## src/rtl/serial_resistor_capacitor_low_pass_filter.sv

```systemverilog
// First-order RC low-pass: y += alpha*(x - y) per audio strobe, with a Q16.16 accumulator.
// alpha is applied by a 17-cycle LSB-first shift-add multiplier.
module serial_resistor_capacitor_low_pass_filter #(
  parameter int unsigned SAMPLE_RATE  = 48000,
  parameter int unsigned R            = 47000,
  parameter int unsigned C_35_SHIFTED = 1615
) (
  input  logic               clk,
  input  logic               I_RSTn,
  input  logic               audio_clk_en,
  input  logic signed [15:0] in,
  output logic signed [15:0] out,
  output logic               out_valid,
  output logic               busy,
  output logic               overrun
);

  localparam longint unsigned Dt32      = 64'h1_0000_0000 / 64'(SAMPLE_RATE);
  localparam longint unsigned Rc32      = (64'(R) * 64'(C_35_SHIFTED)) >> 3;
  localparam longint unsigned AlphaWide = (Dt32 << 16) / (Rc32 + Dt32);
  localparam logic [16:0]     Alpha     = AlphaWide[16:0];

  typedef enum logic [1:0] {StIdle, StMul, StAcc, StOut} state_e;

  state_e             state_q, state_d;
  logic signed [49:0] mcand_q, mcand_d;
  logic signed [49:0] prod_q, prod_d;
  logic [4:0]         bit_cnt_q, bit_cnt_d;
  logic signed [31:0] acc_q, acc_d;
  logic signed [15:0] out_q, out_d;
  logic               out_valid_q, out_valid_d;
  logic               overrun_q, overrun_d;

  logic signed [32:0] diff;
  logic signed [49:0] prod_rnd;
  logic signed [49:0] prod_shift;
  logic signed [49:0] acc_sum;
  logic signed [31:0] acc_new;
  logic [32:0]        out_rnd;
  logic [16:0]        out_full;
  logic               unused_bits;

  always_comb begin
    diff       = {in[15], in, 16'h0000} - {acc_q[31], acc_q};
    prod_rnd   = prod_q + 50'sd32768;
    prod_shift = prod_rnd >>> 16;
    acc_sum    = $signed({{18{acc_q[31]}}, acc_q}) + prod_shift;
    // The filter update stays within [y, x], so the low 32 bits always hold the result.
    acc_new    = acc_sum[31:0];
    out_rnd    = {acc_new[31], acc_new} + 33'd32768;
    out_full   = out_rnd[32:16];

    state_d     = state_q;
    mcand_d     = mcand_q;
    prod_d      = prod_q;
    bit_cnt_d   = bit_cnt_q;
    acc_d       = acc_q;
    out_d       = out_q;
    out_valid_d = 1'b0;
    overrun_d   = overrun_q;

    if (audio_clk_en && (state_q != StIdle)) begin
      overrun_d = 1'b1;
    end

    unique case (state_q)
      StIdle: begin
        if (audio_clk_en) begin
          mcand_d   = {{17{diff[32]}}, diff};
          prod_d    = '0;
          bit_cnt_d = '0;
          state_d   = StMul;
        end
      end
      StMul: begin
        if (Alpha[bit_cnt_q]) begin
          prod_d = prod_q + mcand_q;
        end
        mcand_d   = mcand_q <<< 1;
        bit_cnt_d = bit_cnt_q + 5'd1;
        if (bit_cnt_q == 5'd16) begin
          state_d = StAcc;
        end
      end
      StAcc: begin
        acc_d = acc_new;
        // Rounding can reach +32768 only; clamp it rather than wrap.
        if (!out_full[16] && out_full[15]) begin
          out_d = 16'sh7fff;
        end else begin
          out_d = out_full[15:0];
        end
        out_valid_d = 1'b1;
        state_d     = StOut;
      end
      StOut: begin
        state_d = StIdle;
      end
      default: begin
        state_d = StIdle;
      end
    endcase
  end

  assign unused_bits = ^{acc_sum[49:32], out_rnd[15:0]};

  always_ff @(posedge clk or negedge I_RSTn) begin
    if (!I_RSTn) begin
      state_q     <= StIdle;
      mcand_q     <= '0;
      prod_q      <= '0;
      bit_cnt_q   <= '0;
      acc_q       <= '0;
      out_q       <= '0;
      out_valid_q <= 1'b0;
      overrun_q   <= 1'b0;
    end else begin
      state_q     <= state_d;
      mcand_q     <= mcand_d;
      prod_q      <= prod_d;
      bit_cnt_q   <= bit_cnt_d;
      acc_q       <= acc_d;
      out_q       <= out_d;
      out_valid_q <= out_valid_d;
      overrun_q   <= overrun_d;
    end
  end

  assign out       = out_q;
  assign out_valid = out_valid_q;
  assign busy      = (state_q != StIdle);
  assign overrun   = overrun_q;

endmodule
```

## config.mk

```make
export PLATFORM = sky130hd
export DESIGN_NAME = serial_resistor_capacitor_low_pass_filter
export DESIGN_NICKNAME = d
export VERILOG_FILES = /design/src/rtl/serial_resistor_capacitor_low_pass_filter.sv
export SDC_FILE = /design/constraint.sdc
export NUM_CORES = 1
export LEC_CHECK = 0
export ABC_AREA = 0
export CAP_MARGIN = 20
export CORE_UTILIZATION = 60
export DETAILED_ROUTE_END_ITERATION = 8
export GPL_ROUTABILITY_DRIVEN = 0
export PLACE_DENSITY_LB_ADDON = 0.05
export SYNTH_ARGS = -nofsm -noshare
export SYNTH_HDL_FRONTEND = slang
export SYNTH_SLANG_ARGS = --single-unit
```

## constraint.sdc

```tcl
create_clock -name clk -period 5.7 [get_ports clk]
set_clock_uncertainty 0.05 [all_clocks]
set_input_delay 1.14 -clock clk [delete_from_list [all_inputs] [get_ports clk]]
set_output_delay 1.14 -clock clk [all_outputs]
set_load 0.03 [all_outputs]
```

Yosys cells after proc, flatten, opt, wreduce, memory -nomap -nowiden. Memory sizes are Yosys's and may differ from the RTL's. Index checks and enable logic that the tools add are counted.

Register bits: 157. Bits in latches: 0. RAM bits: 0. Memory bits (read-only): 32. Input bits: 19. Output and inout bits: 19. Logic and storage cells: 45. Memories kept: 1.

$add $sub $neg: 6. $mul: 0. Divide/modulo/power cells: 0. Order comparisons: 1. Equality and inequality tests: 7. Shifts and indexed selects: 0. Multiplexer cells: 13. Bitwise operators: 0. Reductions and logical operators: 9.

Memory list: (no name shown) (depth 32, bits a word 1, rd ports 1, clocked after Yosys merged registers in 0, write ports 0, RTL line 76) `if (Alpha[bit_cnt_q]) begin`.

Operators by type and width (count): 50-bit one-hot mux with 2 select lines (2); 50-bit two-way mux (3); 50-bit adder (1); 48-bit by 17-bit adder with 48-bit output (second input constant) (1); 32-bit by 17-bit adder with 33-bit output (second input constant) (1); 32-bit by 32-bit subtractor with 33-bit output (1); 32-bit adder (1); 16-bit two-way mux (1); 5-bit one-hot mux with 2 select lines (1); 2-bit one-hot mux with 4 select lines (1); 5-bit by 6-bit less-than comparator with 1-bit output (second input constant) (1); 2-bit inequality test (second input constant) (3); 5-bit by 1-bit adder with 5-bit output (second input constant) (1); 5-bit == test (second input constant) (1); 5-bit two-way mux (1); 2-bit == test (second input constant) (2); 2-bit two-way mux (2); 2-bit AND reduction (2); 2-bit nonzero test (2); 3-bit AND reduction (1); 2-bit by 1-bit == test with 1-bit output (second input constant) (1); 1-bit logical AND (2); 2-bit zero test (1); 1-bit two-way mux (2); 1-bit zero test (1).

Longest topological paths before layout.
Word-level depth: 6. Mapped depth: 22. Mapped depth without buffers: 21.

Worst setup path before layout. Ideal clock, no wire load.

Path type: register -> register. Start point: register prod_q[15]. End point: register out_q[5] (netlist: out[5]). Arrival time: 4.203 ns. Required time: 5.562 ns. Path slack: 1.359 ns. Stages on the path, launching flop included: 21. Cells stage by stage: dfrtp_1 -> ha_1 -> and3_1 -> nand3_1 -> nor2_1 -> nand2_1 -> xnor2_1 -> ha_1 -> buf_2 -> and2_1 -> nand3_1 -> a2111o_1 -> nand3_1 -> xor2_1 -> ha_1 -> o2111a_1 -> and2_1 -> nand4_2 -> nor3_1 -> o21ai_2 -> a41oi_1.

Word-level cells in the longest chain between the ends: 6.

Ends and longest elaborated chain: start: declaration (RTL line 27) `logic signed [49:0] prod_q, prod_d;`; start signal: assignment (RTL line 120) `prod_q <= prod_d;`; 48-bit by 17-bit adder with 48-bit output (*) (RTL line 45) `prod_rnd = prod_q + 50'sd32768;`; 32-bit adder (*) (RTL line 47) `acc_sum = $signed({{18{acc_q[31]}}, acc_q}) + prod_shift;`; via acc_sum[16] (RTL line 37) `logic signed [49:0] acc_sum;`; 32-bit by 17-bit adder with 33-bit output (*) (RTL line 50) `out_rnd = {acc_new[31], acc_new} + 33'd32768;`; 1-bit zero test (RTL line 88) `if (!out_full[16] && out_full[15]) begin`; 1-bit logical AND (RTL line 88); 16-bit two-way mux (*) (RTL line 88); end signal: assignment (RTL line 123) `out_q <= out_d;`; end: declaration (RTL line 30) `logic signed [15:0] out_q, out_d;`.

The timed path passes the listed nets; every way through them passes the cells marked *. A chain may end at the register's enable or synchronous reset.

Worst setup path in the final report.
Start point: register prod_q[15]. End point: register out_q[13] (netlist: out[13]).

The elaborated chain is that of the path after synthesis.

==> run_results.csv <==
group,metric,value,unit
synth,yosysTopAreaCell,"dfrtp_1",
route,first_iter_violations,887,
cells_and_area,syn2layout_area_growth,8.859,%
synth,ys_seq_elements,153,
cts,tritoncts,"done",
status,outcome,"complete, no violations",
flow_run,max_cap_viol_count,0,
place,io_buffers,37,
route,drt-wirelength-per-cell,18.27,um
synth,yosysWarnings,0,
grt,grt_pass1_wl,53250,um
route,vias,11191,
floorplan,core-area,20430,sq um
floorplan,rows,52,
route,routed_via_density,6.305,
synth,yosysUniqueCellTypes,90,
cts,postCtsHoldBufs,0,
cts,cts_inserted_buffers,17,
grt,track_usage,0.3094,
critical_path,crit_family,"simple AND/OR/NAND/NOR gates",
critical_path,path_cells,"ha_1, and3_1, nand3_1, nor2_1, nand2_1, xnor2_1, ha_1, and2_1, nand3_1, a2111o_1, nand3_1, xor2_1, ha_1, o2111a_1, and2_1, nand4_2, nor3_1, o211ai_1, o211ai_1",
floorplan,die_x,147.1,um
critical_path,crit_fanout,9,
synth,synthTopCellsByArea,"dfrtp_1, ha_1, a21oi_1",
synth,synth_fp_nets,1618,
timing,tightest_slew,1028,ps
place,pre_cts_ws,724.3,ps
synth,yosys.area.top_type_share,0.3032,
timing,max_freq,199.3,MHz
pwr,power,8.825,mW
timing,slew_viol_final,0,
cts,post_cts_resize_count,0,
cts,htree_levels,4,
critical_path,worstSetupStartpointType,"flop",
synth,ys_seq_area_frac,0.3032,
cts,clk_pin_slew,60,ps
critical_path,slowest_stage,"dfrtp_1",
cells_and_area,final_nets,1620,
timing,slew_headroom,0.3146,
critical_path,worstSetupPathType,"reg2reg",
timing,hold_violations,0,
grt,grt.overflow.total,0,
route,drtAntennaViolNets,0,
synth,netlist_area,12630,sq um
critical_path,crit_arrival,5310,ps
timing,setup_violations,0,
timing,final.setup.tns,0,ps
synth,avgSynthCellArea,8.469,sq um
timing,layout_worst_path_cycle_share,0.8802,
synth,synthCells,1491,
min_path,hp-class,"reg2reg",
synth,synth-async-reset-ratio,1.000,
cts,cts_max_path_buffers,2,
pwr,power.density,642.0,nW/um^2
critical_path,worst-path-buf-inv,0,
cts,root_buffer,"clkbuf_16",
grt,grt_max_degree,84,
route,wl,32430,um
synth,synth_edf_count,0,
floorplan,die-area,21630,sq um
cts,cts_setup_buffers,0,
cells_and_area,antenna_cells,0,
floorplan,die_h,147.1,um
cts,cts_sinks,153,
pwr,irDropWorstVdd,0.5932,mV
timing,rsz0062_at_grt,"no",
critical_path,cp-end-kind,"flop",
grt,first_global_vias,10407,
critical_path,critical_path_required,6000,ps
timing,setup_ws,682.7,ps
route,drt_pass1_iterations,6,
floorplan,io_pins,38,
cells_and_area,drive_gt1_frac,0.05781,
route,post-route-drc-count,0,
critical_path,critPathMaxStageDelay,430,ps
timing,period_needed,5017,ps
grt,antenna_found_initial,0,
synth,synth_flop_cell,"dfrtp_1",
floorplan,initial_utilization,0.6181,
pwr,power_leakage,6.283,nW
cts,worstSkewPairLatency,440,ps
place,hpwlAfterDp,24280,um
state kept, by name, indices dropped and copies added, names as in the netlist:
| name | cells |
|---|---|
| state_q | 2 |
| overrun | 1 |
| out | 16 |
| acc_q | 32 |
| mcand_q | 48 |
| out_valid | 1 |
| prod_q | 48 |
| bit_cnt_q | 5 |
final timing paths:
check                                            start  cells after the start  slack (ps)                        to
worst min register to register     overrun$_DFFE_PN0P_                      1         430       overrun$_DFFE_PN0P_
worst min-delay path               overrun$_DFFE_PN0P_                      1         430       overrun$_DFFE_PN0P_
max in group asynchronous                       I_RSTn                      2        3730  bit_cnt_q[1]$_DFFE_PN0P_
worst max-delay path            prod_q[15]$_DFFE_PN0P_                     19         680       out[13]$_DFFE_PN0P_
worst max register to register  prod_q[15]$_DFFE_PN0P_                     19         680       out[13]$_DFFE_PN0P_
min in group asynchronous                       I_RSTn                      1         630       out_valid$_DFF_PN0_
cell type report:
| cell class | count | area, sq um |
|---|---|---|
| Fill cell | 1756 | 6684 |
| Clock buffer | 21 | 460.4 |
| Sequential cell | 153 | 3829 |
| Inverter | 65 | 244.0 |
| Multi-Input combinational cell | 1209 | 8309 |
| Clock inverter | 10 | 118.9 |
| Tap cell | 270 | 337.8 |
| Timing Repair Buffer | 47 | 446.7 |
logic make-up after synthesis:
family,count (synthesis),share of synthesized area
adders and majority gates,108,0.1082
DFF,153,0.3032
AOI/OAI and AO/OA,477,0.2586
muxes,24,0.02002
and+or+nand+nor,474,0.1824
buffers and inverters,129,0.04013
xor gates and xnor gates,126,0.08740
worst reg2reg max path: stages (launching register included):
cell and delay (ps):
dfrtp_1 430, ha_1 220, and3_1 230, nand3_1 200
nor2_1 290, nand2_1 110, xnor2_1 140, ha_1 430
and2_1 210, nand3_1 130, a2111o_1 400, nand3_1 140
xor2_1 290, ha_1 240, o2111a_1 210, and2_1 200
nand4_2 220, nor3_1 370, o211ai_1 270, o211ai_1 170
where the power goes:
group,internal [mW],switching [mW],leakage (nW)
sequential,1.55,0.522,1.88
combinational,2.26,3.34,4.13
clock,0.667,0.484,0.276
total,4.48,4.35,6.28
cell usage in the layout, fill, tap and decap left out, types with 22 or more instances in the layout:
cell type	Yosys	layout
a21o_1	49	49
a21oi_1	135	134
a22o_1	46	46
a31oi_1	22	22
clkdlybuf4s50_1	0	36
dfrtp_1	153	153
ha_1	106	104
inv_1	65	65
nand2_1	107	107
nand3_1	47	47
nor2_1	160	160
nor3_1	28	28
o21ai_0	87	87
xnor2_1	70	70
xor2_1	56	56
synth_stat cells (5+ instances only):
cell type / instances
a211oi_1: 12
a21o_1: 49
a21oi_1: 135
a22o_1: 46
a31oi_1: 22
and2_1: 12
and3_1: 17
and4_1: 8
buf_1: 8
buf_2: 6
clkbuf_1: 47
dfrtp_1: 153
ha_1: 106
inv_1: 65
mux2_2: 10
mux2i_1: 14
nand2_1: 107
nand2b_1: 10
nand3_1: 47
nand3b_1: 18
nand4_1: 18
nor2_1: 160
nor2b_1: 9
nor3_1: 28
nor4_1: 10
o2111ai_1: 6
o211ai_1: 8
o21a_1: 16
o21ai_0: 87
o21bai_1: 11
o31ai_1: 5
or3_1: 9
xnor2_1: 70
xor2_1: 56
metrics by stage:
stage / hold WS [ps] / cell area (sq um) / cells / util
after global placement: 395.9 / 13170 / 1744 / 0.6445
after floorplan: 419.8 / 12630 / 1491 / -
after CTS: 435.8 / 13750 / 1775 / 0.6728
after global routing: 444.6 / 13750 / 1775 / 0.6728
final: 429.1 / 13750 / 1775 / 0.6728
after detailed placement: 421.9 / 13170 / 1744 / 0.6445
per-layer routing:
metal | up-vias | GRT usage | part of all wire
met2 | 323 | 0.4733 | 0.43
met1 | 5335 | 0.4520 | 0.48
li1 | 5490 | - | -
met3 | 43 | 0.05342 | 0.067
met4 | 0 | 0.07887 | 0.016
met5 | - | 0 | 0
Power figures use the tool's default switching activity.
